**src/rtl/ula_arbiter.sv**
```systemverilog
// ---------------------------------------------------------------------------
// ula_arbiter
//
// Purpose:
//   Sequencer and two-port round-robin arbiter for the shared combinational
//   ALU (ULA_Desafio). It accepts one request at a time, drives the ALU from
//   registered operands, captures the result and returns it with the owner's
//   id through a valid/ready response port.
//
// Ports:
//   iCLK, iRST                 clock, asynchronous active-high reset
//   reqN_valid/a/b/sel         request N (N = 0, 1) handshake and operands
//   reqN_ready                 request N accepted this cycle
//   alu_a, alu_b, alu_sel      registered operands to the ALU
//   alu_saida                  combinational ALU result
//   rsp_valid/id/data          response handshake, owner id, captured result
//   rsp_ready                  consumer accepts the response
//   busy                       FSM is not idle
//   done_cnt                   completed responses, wraps
//
// States:
//   state  | meaning
//   S_IDLE | waiting for a request; winner chosen combinationally
//   S_EXEC | operands on the ALU, result captured at end of cycle
//   S_RESP | response presented until rsp_ready
// ---------------------------------------------------------------------------
module ula_arbiter #(
    parameter int WIDTH = 4,
    parameter int SELW  = 2,
    parameter int CNTW  = 8
) (
    input  logic             iCLK,
    input  logic             iRST,

    input  logic             req0_valid,
    input  logic [WIDTH-1:0] req0_a,
    input  logic [WIDTH-1:0] req0_b,
    input  logic [SELW-1:0]  req0_sel,
    output logic             req0_ready,

    input  logic             req1_valid,
    input  logic [WIDTH-1:0] req1_a,
    input  logic [WIDTH-1:0] req1_b,
    input  logic [SELW-1:0]  req1_sel,
    output logic             req1_ready,

    output logic [WIDTH-1:0] alu_a,
    output logic [WIDTH-1:0] alu_b,
    output logic [SELW-1:0]  alu_sel,
    input  logic [WIDTH-1:0] alu_saida,

    output logic             rsp_valid,
    output logic             rsp_id,
    output logic [WIDTH-1:0] rsp_data,
    input  logic             rsp_ready,

    output logic             busy,
    output logic [CNTW-1:0]  done_cnt
);

    typedef enum logic [1:0] {
        S_IDLE = 2'b00,
        S_EXEC = 2'b01,
        S_RESP = 2'b10
    } state_t;

    state_t           state_q;
    logic [WIDTH-1:0] op_a_q;
    logic [WIDTH-1:0] op_b_q;
    logic [SELW-1:0]  op_sel_q;
    logic             rsp_valid_q;
    logic             rsp_id_q;
    logic [WIDTH-1:0] rsp_data_q;
    logic             last_grant_q;
    logic [CNTW-1:0]  done_cnt_q;
    logic             busy_q;

    logic             grant_vld_d;
    logic             grant_id_d;
    logic [WIDTH-1:0] grant_a_d;
    logic [WIDTH-1:0] grant_b_d;
    logic [SELW-1:0]  grant_sel_d;
    logic             accept_d;

    // Winner selection: a lone requester wins; on contention the one that
    // was not granted last time wins.
    always_comb begin
        grant_vld_d = req0_valid || req1_valid;
        grant_id_d  = 1'b0;
        if (req0_valid && req1_valid) begin
            grant_id_d = ~last_grant_q;
        end else if (req1_valid) begin
            grant_id_d = 1'b1;
        end
    end

    always_comb begin
        grant_a_d   = grant_id_d ? req1_a   : req0_a;
        grant_b_d   = grant_id_d ? req1_b   : req0_b;
        grant_sel_d = grant_id_d ? req1_sel : req0_sel;
    end

    // Readies are forced low while reset is held, since the state register
    // already reads IDLE during reset.
    always_comb begin
        accept_d   = (state_q == S_IDLE) && grant_vld_d && !iRST;
        req0_ready = accept_d && (grant_id_d == 1'b0);
        req1_ready = accept_d && (grant_id_d == 1'b1);
    end

    always_ff @(posedge iCLK or posedge iRST) begin
        if (iRST) begin
            state_q      <= S_IDLE;
            op_a_q       <= '0;
            op_b_q       <= '0;
            op_sel_q     <= '0;
            rsp_valid_q  <= 1'b0;
            rsp_id_q     <= 1'b0;
            rsp_data_q   <= '0;
            last_grant_q <= 1'b1;
            done_cnt_q   <= '0;
            busy_q       <= 1'b0;
        end else begin
            case (state_q)
                S_IDLE: begin
                    if (accept_d) begin
                        op_a_q       <= grant_a_d;
                        op_b_q       <= grant_b_d;
                        op_sel_q     <= grant_sel_d;
                        rsp_id_q     <= grant_id_d;
                        last_grant_q <= grant_id_d;
                        busy_q       <= 1'b1;
                        state_q      <= S_EXEC;
                    end
                end
                S_EXEC: begin
                    rsp_data_q  <= alu_saida;
                    rsp_valid_q <= 1'b1;
                    state_q     <= S_RESP;
                end
                S_RESP: begin
                    if (rsp_ready) begin
                        rsp_valid_q <= 1'b0;
                        busy_q      <= 1'b0;
                        done_cnt_q  <= done_cnt_q + CNTW'(1);
                        state_q     <= S_IDLE;
                    end
                end
                default: begin
                    rsp_valid_q <= 1'b0;
                    busy_q      <= 1'b0;
                    state_q     <= S_IDLE;
                end
            endcase
        end
    end

    // ALU inputs come straight from the op registers so they hold the last
    // operation outside EXEC and never follow the requester ports.
    assign alu_a     = op_a_q;
    assign alu_b     = op_b_q;
    assign alu_sel   = op_sel_q;
    assign rsp_valid = rsp_valid_q;
    assign rsp_id    = rsp_id_q;
    assign rsp_data  = rsp_data_q;
    assign busy      = busy_q;
    assign done_cnt  = done_cnt_q;

endmodule

```
**config.mk**
```make
export PLATFORM = sky130hd
export DESIGN_NAME = ula_arbiter
export DESIGN_NICKNAME = d
export VERILOG_FILES = /design/src/rtl/ula_arbiter.sv
export SDC_FILE = /design/constraint.sdc
export NUM_CORES = 1
export LEC_CHECK = 0
export ABC_AREA = 0
export CORE_MARGIN = 5
export CORE_UTILIZATION = 37
export CTS_CLUSTER_SIZE = 12
export DETAILED_ROUTE_END_ITERATION = 8
export GPL_TIMING_DRIVEN = 0
export PLACE_DENSITY = 0.75
export SLEW_MARGIN = 5
export SYNTH_ARGS = -nofsm -noshare
export SYNTH_HDL_FRONTEND = slang
export SYNTH_SLANG_ARGS = --single-unit
```
**constraint.sdc**
```tcl
create_clock -name iCLK -period 1.25 [get_ports iCLK]
set_input_delay 0.375 -clock iCLK [delete_from_list [all_inputs] [get_ports iCLK]]
set_output_delay 0.375 -clock iCLK [all_outputs]
set_load 0.01 [all_outputs]
```
[After elaboration in Yosys (flattened, before gate mapping)]
Index checks and enable logic that the tools add are counted.
Word-level totals
  register bits: 28
  latch bits: 0
  memory bits (writable): 0
  ROM bits: 0
  bits of input ports: 29
  output and inout bits: 27
  word-level logic and storage cells: 44
  memories kept: 0
Cells by class
  add/subtract/negate cells: 1
  multiply operators: 0
  div/mod/pow operators: 0
  $lt $le $gt $ge: 0
  equality and inequality tests: 4
  shift operators: 0
  multiplexer cells: 12
  bitwise gates (word level): 4
  reduce and logical (&&, ||, !) cells: 13
Operators by type and width (count)
  $add 8x1->8 const B: 1
  $mux 4: 2
  $reduce_and 2->1: 4
  $mux 2: 3
  $pmux 1 s3: 2
  $pmux 2 s3: 1
  $logic_and 1x1->1: 5
  $mux 1: 4
  $ne 2x2->1 const B: 2
  $not 1->1: 4
  $reduce_and 3->1: 1
  $eq 2x1->1 const B: 1
  $eq 2x2->1 const B: 1
  $logic_not 2->1: 1
  $logic_not 1->1: 1
  $logic_or 1x1->1: 1

[Longest topological paths before layout]
Gate-level depths: netlist of the first run.
  depth after elaboration: 5
  gate-level depth with buffers: 4

[Worst setup path after synthesis of the first run]
OpenSTA, ideal clock, no wires.
  path type: register to output
  start: register state_q[1]
  end: output port req0_ready
  arrival: 1.116 ns
  required time: 0.875 ns
  slack: -0.241 ns
  stages on the path, launching flop included: 3
  path buffers: 0
  path through: dfrtp_1 > nor3_4 > nor3b_1
Between the ends
  cells in the longest elaborated chain, start to end: 4
RTL lines
  from (decl): line 67  | state_t state_q;
  from (signal assigned): line 113  | state_q <= S_IDLE;
  from (signal assigned): line 133  | state_q <= S_EXEC;
  from (signal assigned): line 139  | state_q <= S_RESP;
  $logic_not 2->1: line 106  | accept_d = (state_q == S_IDLE) && grant_vld_d && !iRST;
  $logic_and 1x1->1 (2 in a row): line 106
  $logic_and 1x1->1: line 107  | req0_ready = accept_d && (grant_id_d == 1'b0);
  to (decl): line 39  | output logic req0_ready,
Every way passes these cells.

[Final worst setup path of the first run]
  start: register last_grant_q
  end: output port req0_ready
Between the ends
  cells in the longest elaborated chain, start to end: 4
RTL lines
  from (decl): line 74  | logic last_grant_q;
  from (signal assigned): line 131  | last_grant_q <= grant_id_d;
  $not 1->1: line 91  | grant_id_d = ~last_grant_q;
  $mux 1: line 90  | if (req0_valid && req1_valid) begin
  $not 1->1: line 107
  $logic_and 1x1->1: line 107
Every way passes these cells.

==> qor.txt, run 1 <==
DR WL/cell - 15.3 um
largest family of logic cells by synthesized area - compound AO/OA/AOI/OAI gates
vias per cell - 4.88
1st-iter DRT viols - 41
P_sw - 1340 uW
total CTS buffers - 3
Reg power frac - 0.376
htree depth - 1
Final setup viols - 19
Core Util, Final - 0.635
multiplexer share of the synthesized area - 0.0447
status - finished, violations left
Period minus WS final - 1770 ps
Clock transition at path regs - 150 ps
Starting Density - 0.381
hold_buf cts - 0
CP startpoint kind - register
logic gate share of total power - 0.514
failing checks - negative setup slack
WP data arrival - 1400 ps
Syn-to-layout area delta - 66.8%
Yosys warning total - 0
final setup margin - -524 ps
Critical Setup Path Class - register to primary output
fin. max-slew vios - 0
GRT overflow - 0
internal power - 2650 uW
# clock sinks - 28
IO buf count - 55
Final Skew - 5.53 ps
Seq cells post-synth - 28
P_leak - 0.000970 uW
Post-DP HPWL - 2390 um
number of I/O pins - 56
# DRC - 0
Clk pwr share - 0.110
Compound-Gate Fraction of Synth Area - 0.188
Core Box Area - 3310 sq um
Gate Count Post-Synth - 97
Synth cell types - 32
DIE WIDTH - 68.4 um
CTS tree - built
XOR/XNOR share of the synthesized area - 0.0487
antenna-violating nets left - 0
Synth Cell Area - 1260 sq um
CP required - 880 ps
Simple-Gate Fraction of Synth Area - 0.116
Clk Tree Root Cell - clkbuf_4
Inserted Diodes - 0
GRT Total Usage - 0.145
height of the die - 68.4 um
Skew-Pair Late Insertion Delay - 320 ps
largest net degree at the start of global routing - 29
FP Rows - 21
RSZ-0062 raised after global routing - true
GP Congestion - 0.723
Max Root-Sink Buffers - 2
vias in the first global route - 1063
Post-Route Setup TNS - -3090 ps
min-delay worst type - primary input to asynchronous set/reset pin
max-cap check violation count - 0
Sw Ratio - 0.336
Avg Inst Size Synth - 13.0 sq um
DR pass1 iterations - 4
Max-slew headroom - 0.602
Hold Fails Final Rpt - 0
crit-path max FO - 3
Die ar. - 4670 sq um
f_max - 564 MHz
Final period util - 1.42
vias - 1108
Post-Syn Nets - 127
Final Net Count - 212
Place WS - -1210 ps
Seq/Total Area, Yosys - 0.557
Max VDD drop - 967 uV
Power Dens Cells - 1900 nW/um^2
fraction of layout instances using a drive strength above 1 - 0.464
Critical Path End Type - primary output
measured slew at the worst slew-check pin - 596 ps
first-pass GRT wire length - 5090 um
Synth Area in Adders - 0.00993
initial antenna violation count - 0
WL final - 3470 um
sequential cells by signal, summed over array words and instances (netlist names), 2 cells and up:
register and count:
alu_a 4, alu_b 4, alu_sel 2, done_cnt 8, rsp_data 4, state_q 2
metal layers:
layer / share of wire / vias up / GRT usage
met3: 0.087 / 6 / 0.0427
met2: 0.47 / 42 / 0.245
met4: 0.011 / 0 / 0.0372
li1: - / 534 / -
met5: 0 / - / 0
met1: 0.43 / 526 / 0.181
final timing paths:
kind | from | endpoint | slack, ps | cells after the start
hold / removal | iRST | done_cnt[4]$_DFFE_PP0P_ | 330 | 2
max in group asynchronous | iRST | state_q[1]$_DFFE_PP0P_ | 550 | 2
setup / recovery | last_grant_q$_DFFE_PP1P_ | req0_ready | -520 | 4
setup reg to reg | last_grant_q$_DFFE_PP1P_ | alu_b[0]$_DFFE_PP0P_ | -260 | 6
min in group iCLK | req0_valid | last_grant_q$_DFFE_PP1P_ | 460 | 2
hold reg to reg | rsp_id$_DFFE_PP0P_ | rsp_id$_DFFE_PP0P_ | 510 | 2
synth_stat cells:
library cell	count	share of area
dfrtp_1	27	0.54
a2bb2oi_1	10	0.070
o32ai_1	10	0.070
mux2_2	5	0.045
inv_1	4	0.012
xor2_1	4	0.028
buf_2	3	0.012
nor2_1	3	0.0089
xnor2_1	3	0.021
a21oi_1	2	0.0079
nand2_1	2	0.0060
nor2b_1	2	0.0099
nor3_1	2	0.0079
nor3b_1	2	0.012
a21bo_2	1	0.0079
a21o_1	1	0.0060
a31oi_1	1	0.0050
buf_6	1	0.0089
clkbuf_1	1	0.0030
dfstp_2	1	0.021
ha_1	1	0.0099
nand3_1	1	0.0040
nand3b_4	1	0.016
nand4_1	1	0.0050
nand4b_1	1	0.0070
nor3_4	1	0.013
nor4_1	1	0.0050
nor4_4	1	0.017
o21a_1	1	0.0060
o21a_4	1	0.012
o21ai_0	1	0.0040
or2_2	1	0.0050
power by group through the flow:
stage,clock [uW],sequential (uW),combinational [uW]
after floorplan,0,1690,616
after global placement,0,1540,1640
after detailed placement,0,1560,1680
after CTS,454,1480,1850
after global routing,484,1530,2200
final,440,1500,2050
stage by stage:
| step | cell area, sq um | power, uW | cells | hold slack, ps |
|---|---|---|---|---|
| global route | 2100 | 4220 | 227 | 388 |
| floorplan | 1280 | 2300 | 97 | 440 |
| finish | 2100 | 3990 | 227 | 331 |
| global placement | 1890 | 3180 | 198 | 461 |
| detailed placement | 1890 | 3250 | 198 | 468 |
| CTS | 2010 | 3780 | 222 | 341 |
placed cells by master, fill, tap and decap left out, types with 2 or more instances in the layout:
cell	netlist	layout
dfrtp_2	0	3
o32ai_1	10	10
mux2_4	0	5
dlygate4sd2_1	0	3
clkbuf_4	0	5
buf_4	0	24
nand2_1	2	2
nor3_4	1	2
xor2_1	4	4
a2bb2oi_1	10	10
xnor2_1	3	3
clkdlybuf4s50_1	0	25
buf_6	1	10
a21oi_1	2	2
buf_2	3	20
dfrtp_1	27	24
nor2_1	3	2
inv_1	4	3
cell families (layout without fill, tap and decap cells):
group,after synthesis,in the layout
AO/OA/AOI/OAI,28,28
XOR/XNOR,7,7
adder cells (fa/ha/maj),1,1
buffers and inverters,9,93
flip-flops,28,28
multiplexers,5,5
AND/OR/NAND/NOR,19,19
cell type report:
| class | instances | area, sq um |
|---|---|---|
| Timing Repair Buffer | 81 | 658 |
| Tap cell | 46 | 57.6 |
| Clock buffer | 4 | 36.3 |
| Fill cell | 258 | 1210 |
| Sequential cell | 28 | 706 |
| Buffer | 4 | 41.3 |
| Multi-Input combinational cell | 60 | 584 |
| Inverter | 4 | 18.8 |
critical path, stage by stage (launching register included):
cell and delay, ps:
dfstp_2 580, nor2b_2 50, buf_6 120, nor3b_4 170, buf_2 160
timing repair:
item                                    in CTS  in global routing
gates cloned                                 0                  0
pin swaps                                    7                  6
gates resized for setup                    130                 12
buffers inserted                            21                  5
endpoints found under the setup margin      73                 48
Power figures use the tool's default switching activity.
==> run 2: changes to the inputs <==
--- a/config.mk
+++ b/config.mk
@@ -7,11 +7,11 @@
 export LEC_CHECK = 0
 export ABC_AREA = 0
 export CORE_MARGIN = 5
-export CORE_UTILIZATION = 37
+export CORE_UTILIZATION = 44
 export CTS_CLUSTER_SIZE = 12
 export DETAILED_ROUTE_END_ITERATION = 8
 export GPL_TIMING_DRIVEN = 0
-export PLACE_DENSITY = 0.75
+export PLACE_DENSITY = 0.84
 export SLEW_MARGIN = 5
 export SYNTH_ARGS = -nofsm -noshare
 export SYNTH_HDL_FRONTEND = slang
==> constraint.sdc (replaced) <==
create_clock -name iCLK -period 2.17 [get_ports iCLK]
set_input_delay 0.651 -clock iCLK [delete_from_list [all_inputs] [get_ports iCLK]]
set_output_delay 0.651 -clock iCLK [all_outputs]
set_load 0.01 [all_outputs]
==> qor.txt, run 2 (synthesis gave the netlist of run 1 again) <==
Final Net Count - 188
fraction of layout instances using a drive strength above 1 - 0.204
measured slew at the worst slew-check pin - 1020 ps
min-delay worst type - register to register
Period minus WS final - 2100 ps
Finished Cell Area - 1930 sq um
Reg2Reg Depth - 3
Crit. path cell count - 4
final setup margin - 67.0 ps
GRT Total Usage - 0.169
Power Dens Cells - 1140 nW/um^2
vias in the first global route - 1204
CP startpoint - iRST
dpl cell area - 1850 sq um
Post-DP HPWL - 2360 um
Inserted Diodes - 0
Worst path slowest cell - dlygate4sd2_1
GP Congestion - 0.790
status - finished clean
antenna-violating nets left - 0
Final period util - 0.969
fin. max-slew vios - 0
hold path cells - 1
Starting Density - 0.457
Syn-to-layout area delta - 53.2%
flop-to-flop setup slack - 730 ps
P_leak - 0.000813 uW
largest net degree at the start of global routing - 29
family with the most delay on the worst path - buffers and inverters
commonest non-fill, non-tap cell in the layout - clkdlybuf4s50_1
number of I/O pins - 56
CTS tree - built
Critical Path End Type - primary output
total CTS buffers - 3
worst path bufs/invs - 2
vias per cell - 5.49
1st-iter DRT viols - 33
initial antenna violation count - 0
worst path cell trace - dlygate4sd2_1 -> nor3_4 -> nor3b_4 -> buf_2
Critical Setup Path Class - primary input to primary output
hold_buf cts - 0
Place WS - -905 ps
Core Box Area - 2760 sq um
# fillers - 210
Clock transition at path regs - 140 ps
Clk Tree Root Cell - clkbuf_4
height of the die - 63.5 um
Skew-Pair Late Insertion Delay - 320 ps
first-pass GRT wire length - 5650 um
GRT overflow - 0
DIE WIDTH - 63.5 um
CP startpoint kind - primary input
Max-slew headroom - 0.316
Final Skew - 2.50 ps
reg-to-reg startpoint - state_q[0]$_DFFE_PP0P_
IO buf count - 55
Max Root-Sink Buffers - 2
FP Rows - 19
vias - 1032
f_max - 476 MHz
max-cap check violation count - 0
DR pass1 iterations - 3
Die ar. - 4030 sq um
Final setup viols - 0
RSZ-0062 raised after global routing - false
htree depth - 1
crit path to - req0_ready
crit-path max FO - 3
DR WL/cell - 16.5 um
CP required - 1520 ps
Hold Fails Final Rpt - 0
commonest cells after routing, fill and taps aside - clkdlybuf4s50_1 (50), dfrtp_1 (25), o32ai_1 (10), a2bb2oi_1 (10), mux2_2 (5)
WP data arrival - 1450 ps
reg2reg end - rsp_data[1]$_DFFE_PP0P_
WL final - 3110 um
max incr delay on CP - 280 ps
Max VDD drop - 836 uV
# clock sinks - 28
Post-Route Setup TNS - 0 ps
max reg flops - 8
# DRC - 0
-- run 2: cell types whose count changed in the layout (fill, tap and decap cells not counted), moves of 2 or more --
cell	before	now
buf_2	20	3
buf_4	24	4
buf_6	10	1
clkbuf_2	0	2
clkbuf_4	5	3
clkdlybuf4s50_1	25	50
dlygate4sd2_1	3	1
mux2_2	0	5
mux2_4	5	0
nor3_1	0	2
-- run 2: layer usage --
| layer | up-vias | wire, um | track usage |
|---|---|---|---|
| li1 | 487 | - | - |
| met1 | 496 | 1330 | 0.200 |
| met2 | 47 | 1400 | 0.279 |
| met3 | 2 | 364 | 0.0817 |
| met4 | 0 | 8 | 0.0286 |
| met5 | - | 0 | 0 |
-- run 2: area by class of cell --
type	instances	area [sq um]	share of cell area
repair buffers	59	559	0.290
inverters	4	15.0	0.00778
clock buffers	3	22.5	0.0117
well taps	31	38.8	0.0201
multi-input cells	60	544	0.282
flip-flops and latches	28	704	0.365
clock inverters	1	30.0	0.0156
plain buffers	2	16.3	0.00843
-- run 2: repair_timing --
item | 4_1_cts | 5_1_grt
setup endpoints to repair | 2 | 2
pin swaps | 2 | 1
gates resized for setup | 20 | 5
buffers inserted | 2 | 2
-- run 2: report_power, final --
group | total [uW] | switching [uW] | internal, uW | leakage, uW
clock network | 336 | 150 | 187 | 0.0000279
registers | 891 | 160 | 731 | 0.000322
logic | 972 | 375 | 597 | 0.000464
total | 2200 | 685 | 1510 | 0.000813
-- run 2: how the worst min path moves through the flow --
stage,startpoint,end,slack [ps]
2_1_floorplan,done_cnt[7]$_DFFE_PP0P_,done_cnt[7]$_DFFE_PP0P_,500
4_1_cts,done_cnt[7]$_DFFE_PP0P_,done_cnt[7]$_DFFE_PP0P_,500
5_1_grt,done_cnt[7]$_DFFE_PP0P_,done_cnt[7]$_DFFE_PP0P_,530
3_5_place_dp,rsp_valid$_DFFE_PP0P_,rsp_valid$_DFFE_PP0P_,470
3_3_place_gp,done_cnt[7]$_DFFE_PP0P_,done_cnt[7]$_DFFE_PP0P_,460
6_report,done_cnt[7]$_DFFE_PP0P_,done_cnt[7]$_DFFE_PP0P_,490
-- run 2: metrics by stage --
step	total power [uW]	hold WS, ps	cells	util
after global placement	1820	461	183	0.671
after global routing	2360	531	188	0.700
after floorplan	1320	504	97	-
after detailed placement	1850	470	183	0.671
after CTS	2220	500	186	0.697
final	2200	493	188	0.700
